==> src/rtl/uart_num2ascii.sv <==
// uart_num2ascii: registered conversion of a 0-15 value to its ASCII hex digit, with an out-of-range flag
module uart_num2ascii #(
    parameter bit         UPPERCASE = 1'b1,
    parameter logic [7:0] BAD_CHAR  = 8'h3F
) (
    input  logic       clk,
    input  logic       reset,
    input  logic [7:0] num,
    input  logic       num_valid,
    output logic [7:0] ascii,
    output logic       ascii_valid,
    output logic       err
);
    logic [7:0] w_ascii;
    logic       w_err;
    logic [7:0] r_ascii;
    logic       r_valid;
    logic       r_err;
    always_comb begin
        w_err   = num > 8'd15;
        w_ascii = w_err ? BAD_CHAR
                : num < 8'd10 ? 8'h30 + num
                : (UPPERCASE ? 8'h41 : 8'h61) + (num - 8'd10);
    end
    always_ff @(posedge clk or posedge reset) begin
        if (reset) begin
            r_ascii <= 8'h00;
            r_valid <= 1'b0;
            r_err   <= 1'b0;
        end else begin
            r_ascii <= w_ascii;
            r_valid <= num_valid;
            r_err   <= w_err;
        end
    end
    assign ascii       = r_ascii;
    assign ascii_valid = r_valid;
    assign err         = r_err;
endmodule

==> config.mk <==
export PLATFORM = sky130hd
export DESIGN_NAME = uart_num2ascii
export DESIGN_NICKNAME = d
export VERILOG_FILES = /design/src/rtl/uart_num2ascii.sv
export SDC_FILE = /design/constraint.sdc
export NUM_CORES = 1
export LEC_CHECK = 0
export BUFFER_PORTS_ARGS = -buffer_cell sky130_fd_sc_hd__buf_2
export CORE_AREA = 4 4 41 43
export CTS_CLUSTER_DIAMETER = 60
export DETAILED_ROUTE_END_ITERATION = 8
export DIE_AREA = 0 0 45 47
export PLACE_DENSITY = 0.58
export SLEW_MARGIN = 20
export SYNTH_ARGS = -nofsm -noshare
export SYNTH_HDL_FRONTEND = slang
export SYNTH_SLANG_ARGS = --single-unit
==> constraint.sdc <==
create_clock -name clk -period 1.23 [get_ports clk]
set_input_delay 0.369 -clock clk [delete_from_list [all_inputs] [get_ports clk]]
set_output_delay 0.369 -clock clk [all_outputs]
set_load 0.005 [all_outputs]
## Word level (Yosys, flattened, before mapping)

Index checks and enable logic that the tools add are counted.

| operators by class | value |
|---|---|
| add/subtract/negate cells | 3 |
| multipliers | 0 |
| div/mod/pow operators | 0 |
| magnitude comparators | 2 |
| eq/ne operators | 0 |
| shifts and indexed selects | 0 |
| muxes and demuxes | 2 |
| bitwise gates (word level) | 0 |
| reduce and logical (&&, ||, !) cells | 0 |

Operators with widths:

| cell | count |
|---|---|
| $mux 8 | 2 |
| $add 6x8->8 const A | 1 |
| $add 7x8->8 const A | 1 |
| $gt 8x4->1 const B | 1 |
| $lt 8x4->1 const B | 1 |
| $sub 8x4->8 const B | 1 |

| storage, ports and cells | value |
|---|---|
| flip-flop bits (word level) | 10 |
| bits in latches | 0 |
| bits in writable memories | 0 |
| bits in read-only memories | 0 |
| input bits | 11 |
| output and inout bits | 10 |
| word-level logic and storage cells | 10 |
| memories | 0 |

## Longest topological paths before layout

Gate-level depths: netlist (run 1).

| logic depth | value |
|---|---|
| depth after elaboration | 4 |
| gate-level depth with buffers | 6 |
| mapped depth without buffers | 6 |

## Least setup slack after synthesis (run 1)

OpenSTA, ideal clock, no wires.

| timing | value |
|---|---|
| path type | input to register |
| start | input port num[4] |
| end | register r_ascii[4] (netlist: ascii[4]) |
| library setup time | 0.125 ns |
| data arrival time | 1.077 ns |
| required time | 1.105 ns |
| setup slack | 0.028 ns |
| stages on the path | 6 |
| buffers on the path | 0 |
| cell sequence | inv_1 ha_1 nor3b_4 inv_2 nor2_2 mux2i_1 |

| on the way | value |
|---|---|
| elaborated cells between the ends (all ways) | 7 |
| those cells by class | add/sub: 3; order compare: 2; mux: 2 |

RTL lines:

| element | line | RTL |
|---|---|---|
| start: declaration | 8 | `input logic [7:0] num,` |
| $gt 8x4->1 | 20 | `w_err = num > 8'd15;` |
| net w_err | 15 | `logic w_err;` |
| $mux 8 | 21 | `w_ascii = w_err ? BAD_CHAR` |
| net w_ascii[4] | 14 | `logic [7:0] w_ascii;` |
| end signal: assignment | 31 | `r_ascii <= w_ascii;` |
| end: declaration | 16 | `logic [7:0] r_ascii;` |

The timed path passes the listed nets, and every way through them passes these cells.

## Worst setup path in the final report (run 1)

| timing | value |
|---|---|
| start | register r_ascii[5] (netlist: ascii[5]) |
| end | output port ascii[5] |

RTL lines:

| element | line | RTL |
|---|---|---|
| end: declaration | 10 | `output logic [7:0] ascii,` |

No word-level cell between the ends.

==> results of run 1 <==
[cell usage in the layout, fill, tap and decap left out, drive strengths merged]
master	instances
a21oi	2
and2	1
and2b	1
buf	27
clkbuf	3
conb	1
dfrtp	10
ha	2
inv	6
mux2i	1
nand2	8
nand3	1
nor2	4
nor3b	1
o211ai	2
o21a	1
o21ai	2
xnor2	1
[stage by stage]
stage	hold WS, ns	total power, W	instances	utilization
final	0.07226	0.0006387	89	0.4962
after global routing	0.09093	0.0006828	89	0.4962
after CTS	0.07880	0.0006552	89	0.4962
after detailed placement	0.3566	0.0004425	86	0.4788
after global placement	0.3509	0.0004419	86	0.4788
after floorplan	0.2092	0.0003866	44	-
[power by group]
part | internal, W | total [W] | switching [W]
Clock | 0.000112 | 0.000204 | 0.0000918
Sequential | 0.000338 | 0.000339 | 0.00000151
Combinational | 0.0000493 | 0.0000959 | 0.0000467
Total | 0.000499 | 0.000639 | 0.000140
[registers in the layout, indices dropped and copies added, names as in the netlist]
signal and count:
ascii_valid 1, err 1, ascii 8
[layout make-up]
class | count | share of cell area
flip-flops and latches | 10 | 0.3876
multi-input cells | 28 | 0.2771
repair buffers | 27 | 0.2364
clock buffers | 3 | 0.03488
inverters | 6 | 0.03488
well taps | 15 | 0.02907
[logic make-up (layout without fill, tap and decap cells)]
kind of cell | Yosys count | after routing
adder cells (fa/ha/maj) | 2 | 2
AND/OR/NAND/NOR | 16 | 16
XOR/XNOR | 1 | 1
multiplexers | 1 | 1
other | 1 | 1
buffers and inverters | 6 | 36
flip-flops | 10 | 10
AO/OA/AOI/OAI | 7 | 7
[metal layers]
metal	global-route usage	vias up
met5	0	-
met4	0.08772	0
met1	0.1017	163
li1	-	202
met2	0.1412	13
met3	0	0
[synthesized netlist by cell type]
| master | instances | area (µm²) |
|---|---|---|
| ha_1 | 2 | 25.02 |
| o21a_2 | 1 | 8.760 |
| mux2i_1 | 1 | 10.01 |
| nor3b_4 | 1 | 18.77 |
| nand2_1 | 8 | 30.03 |
| a21oi_1 | 2 | 10.01 |
| conb_1 | 1 | 3.750 |
| o211ai_1 | 2 | 15.01 |
| nand3_1 | 1 | 5.000 |
| inv_2 | 1 | 3.750 |
| o21ai_0 | 1 | 5.000 |
| dfrtp_1 | 10 | 250.2 |
| nor2_1 | 2 | 7.510 |
| o21ai_1 | 1 | 5.000 |
| and2_1 | 1 | 6.260 |
| and2b_1 | 1 | 7.510 |
| nor2_2 | 2 | 12.51 |
| xnor2_1 | 1 | 8.760 |
| inv_1 | 5 | 18.77 |
[final timing paths]
check                              end  slack, ns
max                           ascii[5]       0.13
max in group asynchronous     ascii[1]       0.90
min in group clk           ascii_valid       0.22
min                           ascii[7]       0.07
==> impl_metrics.tcl, run 1 <==
set metrics [dict create \
    arrival_ns 0.73 \
    ys_seq_area_frac 0.5540 \
    drv_cap 0 \
    die_h_um 47 \
    dp_slack_ns -0.1080 \
    die_area_um2 2115 \
    fill_cells 129 \
    slowest_stage "dfrtp_1" \
    synth-compound-area-share 0.09695 \
    num_vias 378 \
    path_cells "buf_2" \
    leakagePower_nw 0.3141 \
    ys_types 19 \
    synth_fa_ha_area_frac 0.05540 \
    antenna_found_initial 0 \
    setup_slack_ns 0.1317 \
    setup_viol 0 \
    cts_resized 0 \
    cp_max_fo 1 \
    slew_viol_final 0 \
    gp_congestion 0.7735 \
    ys_ff_latch 10 \
    dr.pass1.iters 3 \
    design_area_um2 645.6 \
    cp-end-kind "output port" \
    grt_max_degree 11 \
    critPathLaunch "ascii[5]" \
    avgViaCountPerCell 4.247 \
    clk_pin_slew_ns 0.06 \
    required_ns 0.86 \
    cts_buffers 3 \
    fin_crit_sh 0.8929 \
    synth_xor_area_frac 0.01939 \
    io_pins 21 \
    syn_area_um2 451.7 \
    portBuffers 20 \
    clock.fmax_mhz 910.5 \
    cpLargestDelayFamily "flip-flops" \
    track_usage 0.08647 \
    synthMuxAreaShare 0.02216 \
    areaGrowthSynthToFinish_pct 42.94 \
    syn_area_per_cell_um2 10.27 \
    clock_path_buffers 2 \
    final_antenna_net_count 0 \
    hold_buffers 0 \
    status "completed" \
    cts_htree_levels 1 \
    final_hold_viol_count 0 \
    yosys.area_share.simple 0.1939 \
    synth_nets 57 \
    drt-total-wl_um 829 \
    start_kind "register" \
    nNetsFinal 89 \
    dp_hpwl_um 699.4 \
    n_antenna_cell 0 \
    hold_class "primary input to asynchronous set/reset pin" \
    grt_pass1_wl_um 1311 \
    cellPowerDensity_nw_per_um2 989.2 \
    fin_setup_tns_ns 0 \
    dr_wl_met2_um 413 \
    start_util 0.3471 \
    min_period_ns 1.098 \
    max_stage_delay_ns 0.36 \
    path_depth 1 \
    first_iter_violations 6 \
    cts_tree "yes" \
    root_buffer "clkbuf_4" \
    drc 0 \
    wl_met3_um 66 \
    multi_input_area_um2 178.9 \
    fp-row-count 13 \
    drive_gt1_frac 0.4730 \
    crit_type "register to output port" \
    gr-total-overflow 0 \
    wl_per_cell_um 9.315 \
    synthCells 44 \
    fp.dieW_um 45 \
    ir_drop_v 0.0003255 \
    synth_top_family_by_area "simple AND/OR/NAND/NOR gates" \
    yosys_warnings 0 \
    grt_pass1_vias 341 \
    seqCellArea_um2 250.2 \
    clock_sinks 10 \
    placed_cell_area_um2 623.1 \
    crit_buf_inv 1 \
    dr.max_layer_used "met3" \
    fp.coreArea_um2 1301 \
    wl_met1_um 349 \
    rsz0062_at_grt "no" \
    post_cts_buffers 0 \
]
Power figures use the tool's default switching activity.
==> run 2: changes to the inputs <==
Settings changed: ABC_AREA from default to 1, PLACE_DENSITY 0.58 to 0.59.
==> run 2 against run 1 <==
Combinational power fell by 7.5%; critical path depth did not move; setup slack worse by 0.0091 ns; first-iteration DRC count grew to 3.2 times the previous value; final cell count grew 5.6%; clock power rose by 2%; die area unchanged; routed wire length up 2.9%; area after synthesis is 3.0% higher; cell area is 2.5% lower; worst hold slack improved by 0.0019 ns.
==> impl_metrics.tcl, run 2 <==
set metrics [dict create \
    status "completed" \
    fp-row-count 13 \
    final_common_cell "buf_2" \
    fin_crit_sh 0.9004 \
    ir_drop_v 0.0003104 \
    clock_path_buffers 2 \
    cts_resized 0 \
    dp_hpwl_um 723.6 \
    min_period_ns 1.107 \
    ys_types 13 \
    wl_per_cell_um 9.074 \
    start_kind "register" \
    final_antenna_net_count 0 \
    yosys_warnings 0 \
    synthTopCellsByCount "nand2_1 (14), dfrtp_1 (10), inv_1 (10), nand3_1 (8)" \
    track_usage 0.1017 \
    hold_buffers 0 \
    slowest_stage "dfrtp_1" \
    post_cts_buffers 0 \
    drc 0 \
    dp_slack_ns -0.1039 \
    setup_slack_ns 0.1226 \
    synthFlopType "dfrtp_1" \
    start_util 0.3577 \
    clock_sinks 10 \
    power_frac_clock 0.327 \
    ys_seq_area_frac 0.5376 \
    synth_nets 66 \
    final_hold_viol_count 0 \
    syn_area_per_cell_um2 8.782 \
    drt-total-wl_um 853 \
    p_switching_w 0.0001489 \
    clock.fmax_mhz 903.0 \
    gr-total-overflow 0 \
    power_frac_seq 0.534 \
    cts_tree "yes" \
    gp_congestion 0.7694 \
    avgViaCountPerCell 4.309 \
    cellPowerDensity_nw_per_um2 1014 \
    final_cell_mix "buf_2 (20), nand2_1 (14), inv_1 (10), dfrtp_1 (10), nand3_1 (8)" \
    grt_pass1_wl_um 1490 \
    synth_area_leaders "dfrtp_1 (54%), nand2_1 (11%), nand3_1 (8.6%)" \
    grt_max_degree 11 \
    die_area_um2 2115 \
    antenna_found_initial 0 \
    yosys.area.top_type_share 0.5376 \
    cp_max_fo 1 \
    largest_reg_flops 8 \
    nNetsFinal 94 \
    cp-end-kind "output port" \
    power_switching_share 0.2333 \
    p_comb_frac 0.139 \
    async_flop_share 1.000 \
    cts_htree_levels 1 \
    crit_type "register to output port" \
    cpLargestDelayFamily "flip-flops" \
    synth_edf_count 0 \
    crit_buf_inv 1 \
    hold_class "primary input to asynchronous set/reset pin" \
    stdcell_count 94 \
    fp.coreArea_um2 1301 \
    die_h_um 47 \
    syn_area_um2 465.4 \
    arrival_ns 0.74 \
    postLayoutCoreUtil 0.4837 \
    drive_gt1_frac 0.3924 \
    post-place-cells 91 \
    clk_pin_slew_ns 0.06 \
    max_stage_delay_ns 0.36 \
    rsz0062_at_grt "no" \
    required_ns 0.86 \
    cts_buffers 3 \
    synthCells 53 \
    drv_cap 0 \
    portBuffers 20 \
    first_iter_violations 19 \
    setup_viol 0 \
    path_cells "buf_2" \
    dr.pass1.iters 4 \
    num_vias 405 \
    yosysTopAreaCell "dfrtp_1" \
    fp.dieW_um 45 \
    post-synth-top-count-cell "nand2_1" \
    grt_pass1_vias 368 \
    root_buffer "clkbuf_4" \
    fill_cells 147 \
    power_w 0.0006383 \
    n_antenna_cell 0 \
    ys_ff_latch 10 \
    io_pins 21 \
    slew_viol_final 0 \
    areaGrowthSynthToFinish_pct 35.22 \
    leakagePower_nw 0.3246 \
    p_int_w 0.0004894 \
]
-- run 2: cell count changes after synthesis, moves of 2 or more --
cell	previous run	this run
nor2_2	2	0
nand2_1	8	14
inv_1	5	10
nand3_1	1	8
nor2_4	0	2
o211ai_1	2	0
a21oi_1	2	0
-- run 2: worst max-delay path by stage --
stage	endpoint	cells after the start	start	slack (ns)
after floorplan	ascii[1]	7	num[4]	0.09
after global placement	ascii[1]	8	num[4]	-0.09
after detailed placement	ascii[1]	8	num[4]	-0.10
after CTS	ascii[0]	1	ascii[0]	0.11
after global routing	ascii[1]	8	num[4]	0.04
final	ascii[3]	1	ascii[3]	0.12
-- run 2: cells by family (layout without fill, tap and decap cells) --
| family | count (synthesis) | in the layout | share of synthesized area |
|---|---|---|---|
| AND/OR/NAND/NOR | 27 | 27 | 0.2823 |
| buffers and inverters | 11 | 37 | 0.08871 |
| AO/OA/AOI/OAI | 2 | 2 | 0.02956 |
| adder cells (fa/ha/maj) | 2 | 2 | 0.05375 |
| other | 1 | 1 | 0.008057 |
| flip-flops | 10 | 10 | 0.5376 |
-- run 2: cell type report --
| type | count | area (µm²) | share of cell area |
|---|---|---|---|
| clock buffer | 3 | 22.52 | 0.03579 |
| sequential | 10 | 250.2 | 0.3976 |
| tap | 15 | 18.77 | 0.02982 |
| timing repair buffer | 23 | 122.6 | 0.1948 |
| multi-input combinational | 32 | 173.9 | 0.2763 |
| inverter | 11 | 41.29 | 0.06561 |
-- run 2: metal layers --
| layer | vias to the layer above | global-route usage | share of wire |
|---|---|---|---|
| met2 | 17 | 0.1582 | 0.45 |
| met5 | - | 0 | 0 |
| li1 | 214 | - | - |
| met4 | 0 | 0.08772 | 0.013 |
| met3 | 2 | 0.02299 | 0.13 |
| met1 | 172 | 0.1182 | 0.42 |
-- run 2: per-stage QoR --
step	instance area [µm²]	TNS (ns)	hold WS, ns
finish	629.4	0	0.07411
global route	629.4	0	0.1055
CTS	629.4	0	0.08705
detailed placement	606.8	-0.5265	0.3654
global placement	606.8	-0.4169	0.3516
floorplan	465.4	0	0.2092
-- run 2: power groups by stage --
| stage | clock [W] | combinational [W] | sequential (W) |
|---|---|---|---|
| floorplan | 0 | 0.0000448 | 0.000349 |
| global placement | 0 | 0.0000903 | 0.000347 |
| detailed placement | 0 | 0.0000910 | 0.000347 |
| CTS | 0.000219 | 0.0000913 | 0.000341 |
| global route | 0.000230 | 0.000104 | 0.000342 |
| finish | 0.000209 | 0.0000887 | 0.000341 |
